$ cat src/rtl/hazard_scoreboard_if.sv
// hazard_scoreboard_if: issue, operand-query and status bundle for the hazard scoreboard
interface hazard_scoreboard_if #(parameter int AW = 5, parameter int NRD = 2, parameter int CW = 4);
  logic issue_valid, issue_ready, issue_we, flush, stall;
  logic [AW-1:0] issue_rd;
  logic [CW-1:0] issue_lat;
  logic [NRD-1:0] rd_en;
  logic [NRD*AW-1:0] rd_addr;
  logic [2*NRD-1:0] fwd_sel;
  logic [AW:0] pend_cnt;
  logic [15:0] stall_cycles;
  modport master(output issue_valid, issue_we, issue_rd, issue_lat, rd_en, rd_addr, flush,
                 input issue_ready, fwd_sel, stall, pend_cnt, stall_cycles);
  modport slave(input issue_valid, issue_we, issue_rd, issue_lat, rd_en, rd_addr, flush,
                output issue_ready, fwd_sel, stall, pend_cnt, stall_cycles);
endinterface

$ cat src/rtl/hazard_scoreboard.sv
// hazard_scoreboard: per-register latency counters giving forward selects, operand/WAW stalls and stats
module hazard_scoreboard #(
  parameter int NREG = 32,
  parameter int AW = 5,
  parameter int NRD = 2,
  parameter int CW = 4
) (
  input logic clk,
  input logic reset,
  hazard_scoreboard_if.slave bus
);
  logic [CW-1:0] cnt_q [NREG];
  logic [CW-1:0] cnt_d [NREG];
  logic [AW:0] pend_q, pend_d;
  logic [15:0] sc_q;
  logic [NRD-1:0] hz;
  logic [2*NRD-1:0] fwd;
  logic waw, stall, load;
  always_comb begin
    hz = '0;
    fwd = '0;
    for (int i = 0; i < NRD; i++) begin
      if (bus.rd_en[i] && bus.rd_addr[i*AW +: AW] != '0) begin
        hz[i] = cnt_q[bus.rd_addr[i*AW +: AW]] >= CW'(3);
        fwd[2*i +: 2] = cnt_q[bus.rd_addr[i*AW +: AW]] == CW'(1) ? 2'b01 :
                        cnt_q[bus.rd_addr[i*AW +: AW]] == CW'(2) ? 2'b10 : 2'b00;
      end
    end
    waw = bus.issue_valid && bus.issue_we && bus.issue_rd != '0 && bus.issue_lat < cnt_q[bus.issue_rd];
    stall = bus.issue_valid && (|hz || waw);
    load = bus.issue_valid && !stall && bus.issue_we && bus.issue_rd != '0 && !bus.flush;
  end
  // a flush only kills writes still three or more cycles out; MEM/WB results keep draining
  always_comb begin
    pend_d = '0;
    for (int r = 0; r < NREG; r++) begin
      cnt_d[r] = r == 0 ? '0 :
                 load && bus.issue_rd == AW'(r) ? bus.issue_lat :
                 bus.flush && cnt_q[r] >= CW'(3) ? '0 :
                 cnt_q[r] != '0 ? cnt_q[r] - 1'b1 : '0;
      pend_d = pend_d + (AW+1)'(cnt_d[r] != '0);
    end
  end
  always_ff @(posedge clk or posedge reset) begin
    if (reset) begin
      cnt_q <= '{default: '0};
      pend_q <= '0;
      sc_q <= '0;
    end else begin
      cnt_q <= cnt_d;
      pend_q <= pend_d;
      sc_q <= sc_q + 16'(stall && sc_q != 16'hFFFF);
    end
  end
  assign bus.fwd_sel = fwd;
  assign bus.stall = stall;
  assign bus.issue_ready = !stall;
  assign bus.pend_cnt = pend_q;
  assign bus.stall_cycles = sc_q;
endmodule

$ cat src/flat_wrapper.sv
// flat-port wrapper written by rule: the top's interface ports become plain ports
module hazard_scoreboard_flat 
#(
  parameter int NREG = 32,
  parameter int AW = 5,
  parameter int NRD = 2,
  parameter int CW = 4
)
  (clk, reset, bus_issue_valid, bus_issue_we, bus_issue_rd, bus_issue_lat, bus_rd_en, bus_rd_addr, bus_flush, bus_issue_ready, bus_fwd_sel, bus_stall, bus_pend_cnt, bus_stall_cycles);
  hazard_scoreboard_if #(.AW(AW), .NRD(NRD), .CW(CW)) bus_i ();
  input logic clk;
  input logic reset;
  input wire logic [$bits(bus_i.issue_valid)-1:0] bus_issue_valid;
  input wire logic [$bits(bus_i.issue_we)-1:0] bus_issue_we;
  input wire logic [$bits(bus_i.issue_rd)-1:0] bus_issue_rd;
  input wire logic [$bits(bus_i.issue_lat)-1:0] bus_issue_lat;
  input wire logic [$bits(bus_i.rd_en)-1:0] bus_rd_en;
  input wire logic [$bits(bus_i.rd_addr)-1:0] bus_rd_addr;
  input wire logic [$bits(bus_i.flush)-1:0] bus_flush;
  output wire logic [$bits(bus_i.issue_ready)-1:0] bus_issue_ready;
  output wire logic [$bits(bus_i.fwd_sel)-1:0] bus_fwd_sel;
  output wire logic [$bits(bus_i.stall)-1:0] bus_stall;
  output wire logic [$bits(bus_i.pend_cnt)-1:0] bus_pend_cnt;
  output wire logic [$bits(bus_i.stall_cycles)-1:0] bus_stall_cycles;
  assign bus_i.issue_valid = bus_issue_valid;
  assign bus_i.issue_we = bus_issue_we;
  assign bus_i.issue_rd = bus_issue_rd;
  assign bus_i.issue_lat = bus_issue_lat;
  assign bus_i.rd_en = bus_rd_en;
  assign bus_i.rd_addr = bus_rd_addr;
  assign bus_i.flush = bus_flush;
  assign bus_issue_ready = bus_i.issue_ready;
  assign bus_fwd_sel = bus_i.fwd_sel;
  assign bus_stall = bus_i.stall;
  assign bus_pend_cnt = bus_i.pend_cnt;
  assign bus_stall_cycles = bus_i.stall_cycles;
  hazard_scoreboard #(.NREG(NREG), .AW(AW), .NRD(NRD), .CW(CW)) u_core (.clk(clk), .reset(reset), .bus(bus_i));
endmodule
$ cat config.mk
export PLATFORM = sky130hd
export DESIGN_NAME = hazard_scoreboard_flat
export DESIGN_NICKNAME = d
export VERILOG_FILES = /design/src/rtl/hazard_scoreboard_if.sv /design/src/rtl/hazard_scoreboard.sv /design/src/flat_wrapper.sv
export SDC_FILE = /design/constraint.sdc
export NUM_CORES = 1
export LEC_CHECK = 0
export BUFFER_PORTS_ARGS = -buffer_cell sky130_fd_sc_hd__buf_2
export CORE_MARGIN = 2
export CORE_UTILIZATION = 58
export CTS_BUF_LIST = sky130_fd_sc_hd__clkbuf_8 sky130_fd_sc_hd__clkbuf_16
export DETAILED_ROUTE_END_ITERATION = 6
export GPL_TIMING_DRIVEN = 0
export PLACE_DENSITY = 0.78
export SKIP_LAST_GASP = 1
export SLEW_MARGIN = 20
export SYNTH_ARGS = -nofsm -noshare
export SYNTH_HDL_FRONTEND = slang
export SYNTH_SLANG_ARGS = --single-unit
$ cat constraint.sdc
create_clock -name clk -period 7.1 [get_ports clk]
set_input_delay 0.71 -clock clk [delete_from_list [all_inputs] [get_ports clk]]
set_output_delay 0.71 -clock clk [all_outputs]
set_load 0.01 [all_outputs]
* After elaboration in Yosys (flattened, before gate mapping)
Cells that the tools add are included.
Word-level totals: latch bits 0, input bits 26, output and inout port bits 28, flip-flop bits (word level) 146, memories 0, memory bits (writable) 0, ROM bits 0
Cells by class: shift operators 0, $add $sub $neg 62, reduce and logical (&&, ||, !) cells 142, multipliers 0, eq/ne operators 36, bitwise gates (word level) 3, mux-type cells 110, order comparisons 37, div/mod/pow operators 0
Operators by type and width (number):
- two-way mux 4 bit | 99
- nonzero test 4 bit | 62
- adder 6 x 1 -> 6 bit | 29
- greater-or-equal comparator 4 x 2 -> 1 bit, second input constant | 33
- subtractor 4 x 1 -> 4 bit, second input constant | 31
- == test 5 bit, second input constant | 16
- logical AND 1 bit | 73
- binary-select mux 4 bit (select 5 bit) | 3
- == test 5 x 4 -> 1 bit, second input constant | 8
- == test 5 x 3 -> 1 bit, second input constant | 4
- greater-or-equal comparator 6 bit, second input constant | 3
- NOT 5 -> 6 bit | 3
- adder 16 x 1 -> 16 bit | 1
- inequality test 16 bit, second input constant | 1
- nonzero test 5 bit | 3
- two-way mux 2 bit | 6
- == test 5 x 2 -> 1 bit, second input constant | 2
- == test 4 x 1 -> 1 bit, second input constant | 2
- == test 4 x 2 -> 1 bit, second input constant | 2
- == test 5 x 1 -> 1 bit, second input constant | 1
- < comparator 4 bit | 1
- adder 1 x 1 -> 2 bit | 1
- logical NOT 1 bit | 2
- two-way mux 1 bit | 2
- other kinds (2) | 2

* Longest topological paths before layout
depth in word-level cells 47, mapped depth 31

* Worst setup path before layout
Ideal clock, no wire load.
path type input port to flip-flop, start input port bus_issue_rd[0], end register u_core.pend_q[4] (netlist: u_core.bus.pend_cnt[4]), data required time 6.977 ns, path buffers 4, library setup time 0.123 ns, cell stages on the path 29, data arrival time 8.735 ns, setup slack -1.757 ns, path through buf_2 buf_1 buf_1 mux4_2 mux4_2 mux2i_1 ha_1 a211oi_1 o21ai_0 a21o_1 buf_2 nand4_4 mux2i_1 ha_1 fa_1 fa_1 fa_1 fa_1 fa_1 inv_1 fa_1 inv_1 ha_1 inv_1 fa_1 inv_1 a21o_1 a21oi_1 xnor2_1
On the way: word-level cells in the longest chain between the ends 46
Ends and longest elaborated chain:
- from (decl) | RTL line flat_wrapper.sv:15 | input wire logic [$bits(bus_i.issue_rd)-1:0] bus_issue_rd;
- NOT 5 -> 6 bit (implied by the code) | RTL line hazard_scoreboard.sv:29 | waw = bus.issue_valid && bus.issue_we && bus.issue_rd != '0 && bus.issue_lat < cnt_q[bus.issue_rd];
- binary-select mux 4 bit (select 5 bit) | RTL line hazard_scoreboard.sv:29
- two-way mux 4 bit (implied by the code) (2 in series) | RTL line hazard_scoreboard.sv:29
- < comparator 4 bit | RTL line hazard_scoreboard.sv:29
- logical AND 1 bit | RTL line hazard_scoreboard.sv:29
- logical OR 1 bit | RTL line hazard_scoreboard.sv:30 | stall = bus.issue_valid && (|hz || waw);
- logical AND 1 bit | RTL line hazard_scoreboard.sv:30
- logical NOT 1 bit | RTL line hazard_scoreboard.sv:31 | load = bus.issue_valid && !stall && bus.issue_we && bus.issue_rd != '0 && !bus.flush;
- logical AND 1 bit (4 in series) | RTL line hazard_scoreboard.sv:31
- logical AND 1 bit | RTL line hazard_scoreboard.sv:38 | load && bus.issue_rd == AW'(r) ? bus.issue_lat :
- two-way mux 4 bit | RTL line hazard_scoreboard.sv:38
- nonzero test 4 bit | RTL line hazard_scoreboard.sv:41 | pend_d = pend_d + (AW+1)'(cnt_d[r] != '0);
- adder 1 x 1 -> 2 bit | RTL line hazard_scoreboard.sv:41
- adder 6 x 1 -> 6 bit (28 in series) | RTL line hazard_scoreboard.sv:41
- adder 6 x 1 -> 6 bit * | RTL line hazard_scoreboard.sv:41
- net u_core.pend_d[4] | RTL line hazard_scoreboard.sv:14 | logic [AW:0] pend_q, pend_d;
- to (signal assigned) | RTL line hazard_scoreboard.sv:51 | pend_q <= pend_d;
- to (decl) | RTL line hazard_scoreboard.sv:14
The timed path passes the listed nets; every way through them passes the cells marked *. The select of a mux whose other input is x is not followed.

* Worst setup path in the final report
start input port bus_rd_addr[6], end register u_core.pend_q[2] (netlist: u_core.bus.pend_cnt[2])
On the way: word-level cells in the longest chain between the ends 47
Ends and longest elaborated chain:
- from (decl) | RTL line flat_wrapper.sv:18 | input wire logic [$bits(bus_i.rd_addr)-1:0] bus_rd_addr;
- NOT 5 -> 6 bit (implied by the code) | RTL line hazard_scoreboard.sv:24 | hz[i] = cnt_q[bus.rd_addr[i*AW +: AW]] >= CW'(3);
- binary-select mux 4 bit (select 5 bit) | RTL line hazard_scoreboard.sv:24
- two-way mux 4 bit (implied by the code) (2 in series) | RTL line hazard_scoreboard.sv:24
- greater-or-equal comparator 4 x 2 -> 1 bit | RTL line hazard_scoreboard.sv:24
- two-way mux 1 bit * | RTL line hazard_scoreboard.sv:23 | if (bus.rd_en[i] && bus.rd_addr[i*AW +: AW] != '0) begin
- OR reduction 2 bit * | RTL line hazard_scoreboard.sv:30
- logical OR 1 bit * | RTL line hazard_scoreboard.sv:30
- logical AND 1 bit * | RTL line hazard_scoreboard.sv:30
- logical NOT 1 bit * | RTL line hazard_scoreboard.sv:31
- logical AND 1 bit * (4 in series) | RTL line hazard_scoreboard.sv:31
- logical AND 1 bit | RTL line hazard_scoreboard.sv:38
- two-way mux 4 bit | RTL line hazard_scoreboard.sv:38
- nonzero test 4 bit | RTL line hazard_scoreboard.sv:41
- adder 1 x 1 -> 2 bit | RTL line hazard_scoreboard.sv:41
- adder 6 x 1 -> 6 bit (28 in series) | RTL line hazard_scoreboard.sv:41
- adder 6 x 1 -> 6 bit * | RTL line hazard_scoreboard.sv:41
- net u_core.pend_d[2] | RTL line hazard_scoreboard.sv:14
Marked as above.

==> run metrics <==
status=finished, violations left; failing checks=setup timing; Total Wirelength=about 45 mm; dpl ws=-1.59 ns; initial antenna violation count=3; Via density=6.96; I/O Pins=54; critical path's top delay family=adder cells; CTS H-tree depth=4; Final TNS setup=-2.11 ns; DR vias=11400; Avg WL per Cell=27.2 um; Async SR Flop Fraction=100%; final clock skew=0.0138 ns; proportion of layout cells with a drive suffix above 1=25.9%; r2r endpoint=u_core.bus.pend_cnt[2]; reg2reg setup slack=-0.42 ns; Reg clk slew, reported paths=0.07 ns; Clock Sinks=approximately 150; Pwr per Cell Area=153 nW/um^2; first-pass GRT wire length=about 67 mm; hold_ws=0.265 ns; CTS Buffer Depth=2; setup repair after global routing missed its margin=yes; cells after synthesis=between 1000 and 1500; Worst Path Required=7.43 ns; Die Y=151 um; # setup viols final=5; Seq/Total Area, Yosys=29.0%; Register-to-Register Path Depth=27; worst slew pin tran=1.00 ns; Die Width=151 um; CP Buf/Inv Count=9; CTS tree=done; Final Hold Viols=0; Synth cell types=67; Tcrit/Tclk final=107%; most used flip-flop cell after synthesis=dfrtp_1; static leakage=6.18 nW; syn_area_per_cell=10.0 sq um; mapped cell area=12600 sq um; Worst-Skew Late Latency=0.45 ns; area delta synth->final=14.0%; Critical Path Slowest Stage Cell=a2111oi_0; drt drc=0; Max stage delay on crit path=0.82 ns; Critical Path End Type=flop; final setup margin=-0.517 ns; dominant cells by area after synthesis=dfrtp_1 (29%), mux4_2 (12%), mux2_1 (7.1%), mux2_2 (5.3%), nand4_4 (4.6%); DRT iter0 DRCs=around 1600; die area=approximately 23000 sq um; Root Driver=clkbuf_16; largest net degree at the start of global routing=just over 100; I/O Buffers=47; min Tclk post-route=7.62 ns; largest area contributor in the netlist=dfrtp_1; iteration count of the initial detailed-routing pass=6; CP max FO=10; row count=53; Synth Net Count=1317; VDD IR max=about 0.13 mV; initial core utilization=59.5%; Max Cap Viol=0; Ys Warns=0; share of the synthesized area in the top cell type=29.0%; synthesized flop and latch total=146; core area=roughly 21000 sq um; CTS buffer count=17; CP arrival=about 8 ns; headroom to the max-slew limit=33.2%; Final HPWL DP=about 32 mm; startpoint types=input pin; Total GRT Usage=roughly two fifths; GPL Wtd Cong=1.05; ANT nets after route=0; total gr overflow=0; Slew Viols, Final=0; Worst R2R Start=u_core.cnt_q[78]; CP most frequent cell=fa_2; critical path class=input pin to flop; fmax=around 130 MHz; Hold Path Class=input pin to async pin; Post-synth EDFFs=0; vias in the first global route=11000; layout net count=1411
[cells by family (layout without fill, tap and decap cells)]
logic type                 count (synthesis)  count (layout)  synth area share (%)
DFF                                      146             146                  29.0
other                                      0               1                     0
and+or+nand+nor                          419             419                  20.6
AOI/OAI and AO/OA                        245             245                  11.8
muxes                                    250             250                  27.8
adders and majority gates                 37              37                  5.05
xor gates and xnor gates                  17              17                  1.18
buffers and inverters                    140             247                  4.57
[through the flow]
stage                     power, mW  area [sq um]  util [%]  std cells
after detailed placement       1.19         13300      62.9       1577
after CTS                      2.18         14200      67.2       1627
after floorplan                1.08         12700         -       1254
after global routing           2.26         14400      67.9       1636
after global placement         1.18         13300      62.7       1576
final                          2.20         14400      67.9       1637
[worst max-delay path by stage]
stage,from,end,cells past startpoint,slack (ns)
final,bus_rd_addr[6],u_core.bus.pend_cnt[2],27,-0.52
after global routing,u_core.cnt_q[87],u_core.bus.pend_cnt[4],28,-0.63
after CTS,bus_issue_rd[0],u_core.bus.pend_cnt[4],30,-0.49
after detailed placement,bus_issue_rd[1],u_core.bus.pend_cnt[4],29,-1.59
after global placement,bus_issue_rd[1],u_core.bus.pend_cnt[5],26,-1.48
after floorplan,bus_issue_rd[0],u_core.bus.pend_cnt[5],27,-0.46
[flip-flops by register name, summed over array words and instances, names as in the netlist]
register                 cells
u_core.cnt_q               124
u_core.bus.stall_cycles     16
u_core.bus.pend_cnt          6
[synth_stat cells (3+ instances only)]
library cell and instances:
nand3b_1 18, mux2_2 59, or2_0 6, o22ai_1 4
a221oi_1 4, nand2b_1 9, mux2i_1 46, or3_1 14
nor3b_1 37, buf_2 12, o21ai_0 87, buf_1 19
nor3_1 63, nor4_1 3, buf_6 3, a21o_1 3
a2111oi_0 7, nand2_1 88, ha_1 14, o211a_1 3
buf_4 3, or2_2 20, a211oi_1 29, a22o_1 3
fa_1 23, mux4_2 66, nand3_1 9, a21oi_1 76
clkbuf_1 72, inv_1 30, mux2_1 79, xor2_1 6
and3_1 4, and2_1 3, o211ai_1 4, nor2_1 89
o21a_1 4, nor2b_1 15, xnor2_1 11, nand4_1 4
dfrtp_1 146, nand4_4 27
[final cells by class]
class	count	area, sq um
diodes	1	2.50
plain buffers	106	573
clock buffers	18	439
clock inverters	14	184
fillers	1645	6800
inverters	30	120
multi-input cells	968	8470
flip-flops and latches	146	3650
well taps	275	344
repair buffers	79	571
[routing by layer]
metal  vias to the layer above  global-route usage (%)  wire length, um
met3                       192                    12.6             6030
met5                         -                       0               11
met2                       842                    59.0            19300
met1                      5503                    54.2            16900
li1                       4848                       -                -
met4                         2                    20.1             2280
[placed cells by master, fill, tap and decap left out, types with 35 or more instances in the layout]
cell and n:
nor3b_1 35, o21ai_0 85, buf_2 55, nor2_1 89, dfrtp_1 146, a21oi_1 74, clkbuf_1 63, mux2i_1 37
nor3_1 62, mux4_2 66, mux2_1 79, mux2_2 59, nand2_1 87
[worst reg2reg max path, delay by kind of cell (launching register included)]
kind / cells / cell delay [ns]
compound gates: 3 / 0.74
xor+xnor: 1 / 0.11
fa+ha+maj: 8 / 3.64
buf+inv: 10 / 1.16
flops: 1 / 0.42
mux: 3 / 0.99
simple gates: 2 / 0.39
[report_power, final]
group	internal [mW]	switching (mW)
clock network	0.548	0.450
registers	0.850	0.0203
logic	0.115	0.218
total	1.51	0.688
[repair_timing]
action                     CTS  global route
setup endpoints to repair    6             6
buffers inserted            17            12
hold buffers                 0             0
pin swaps                   10            14
resized for setup           33            34
gates cloned                 2             0
Power figures use the tool's default switching activity.
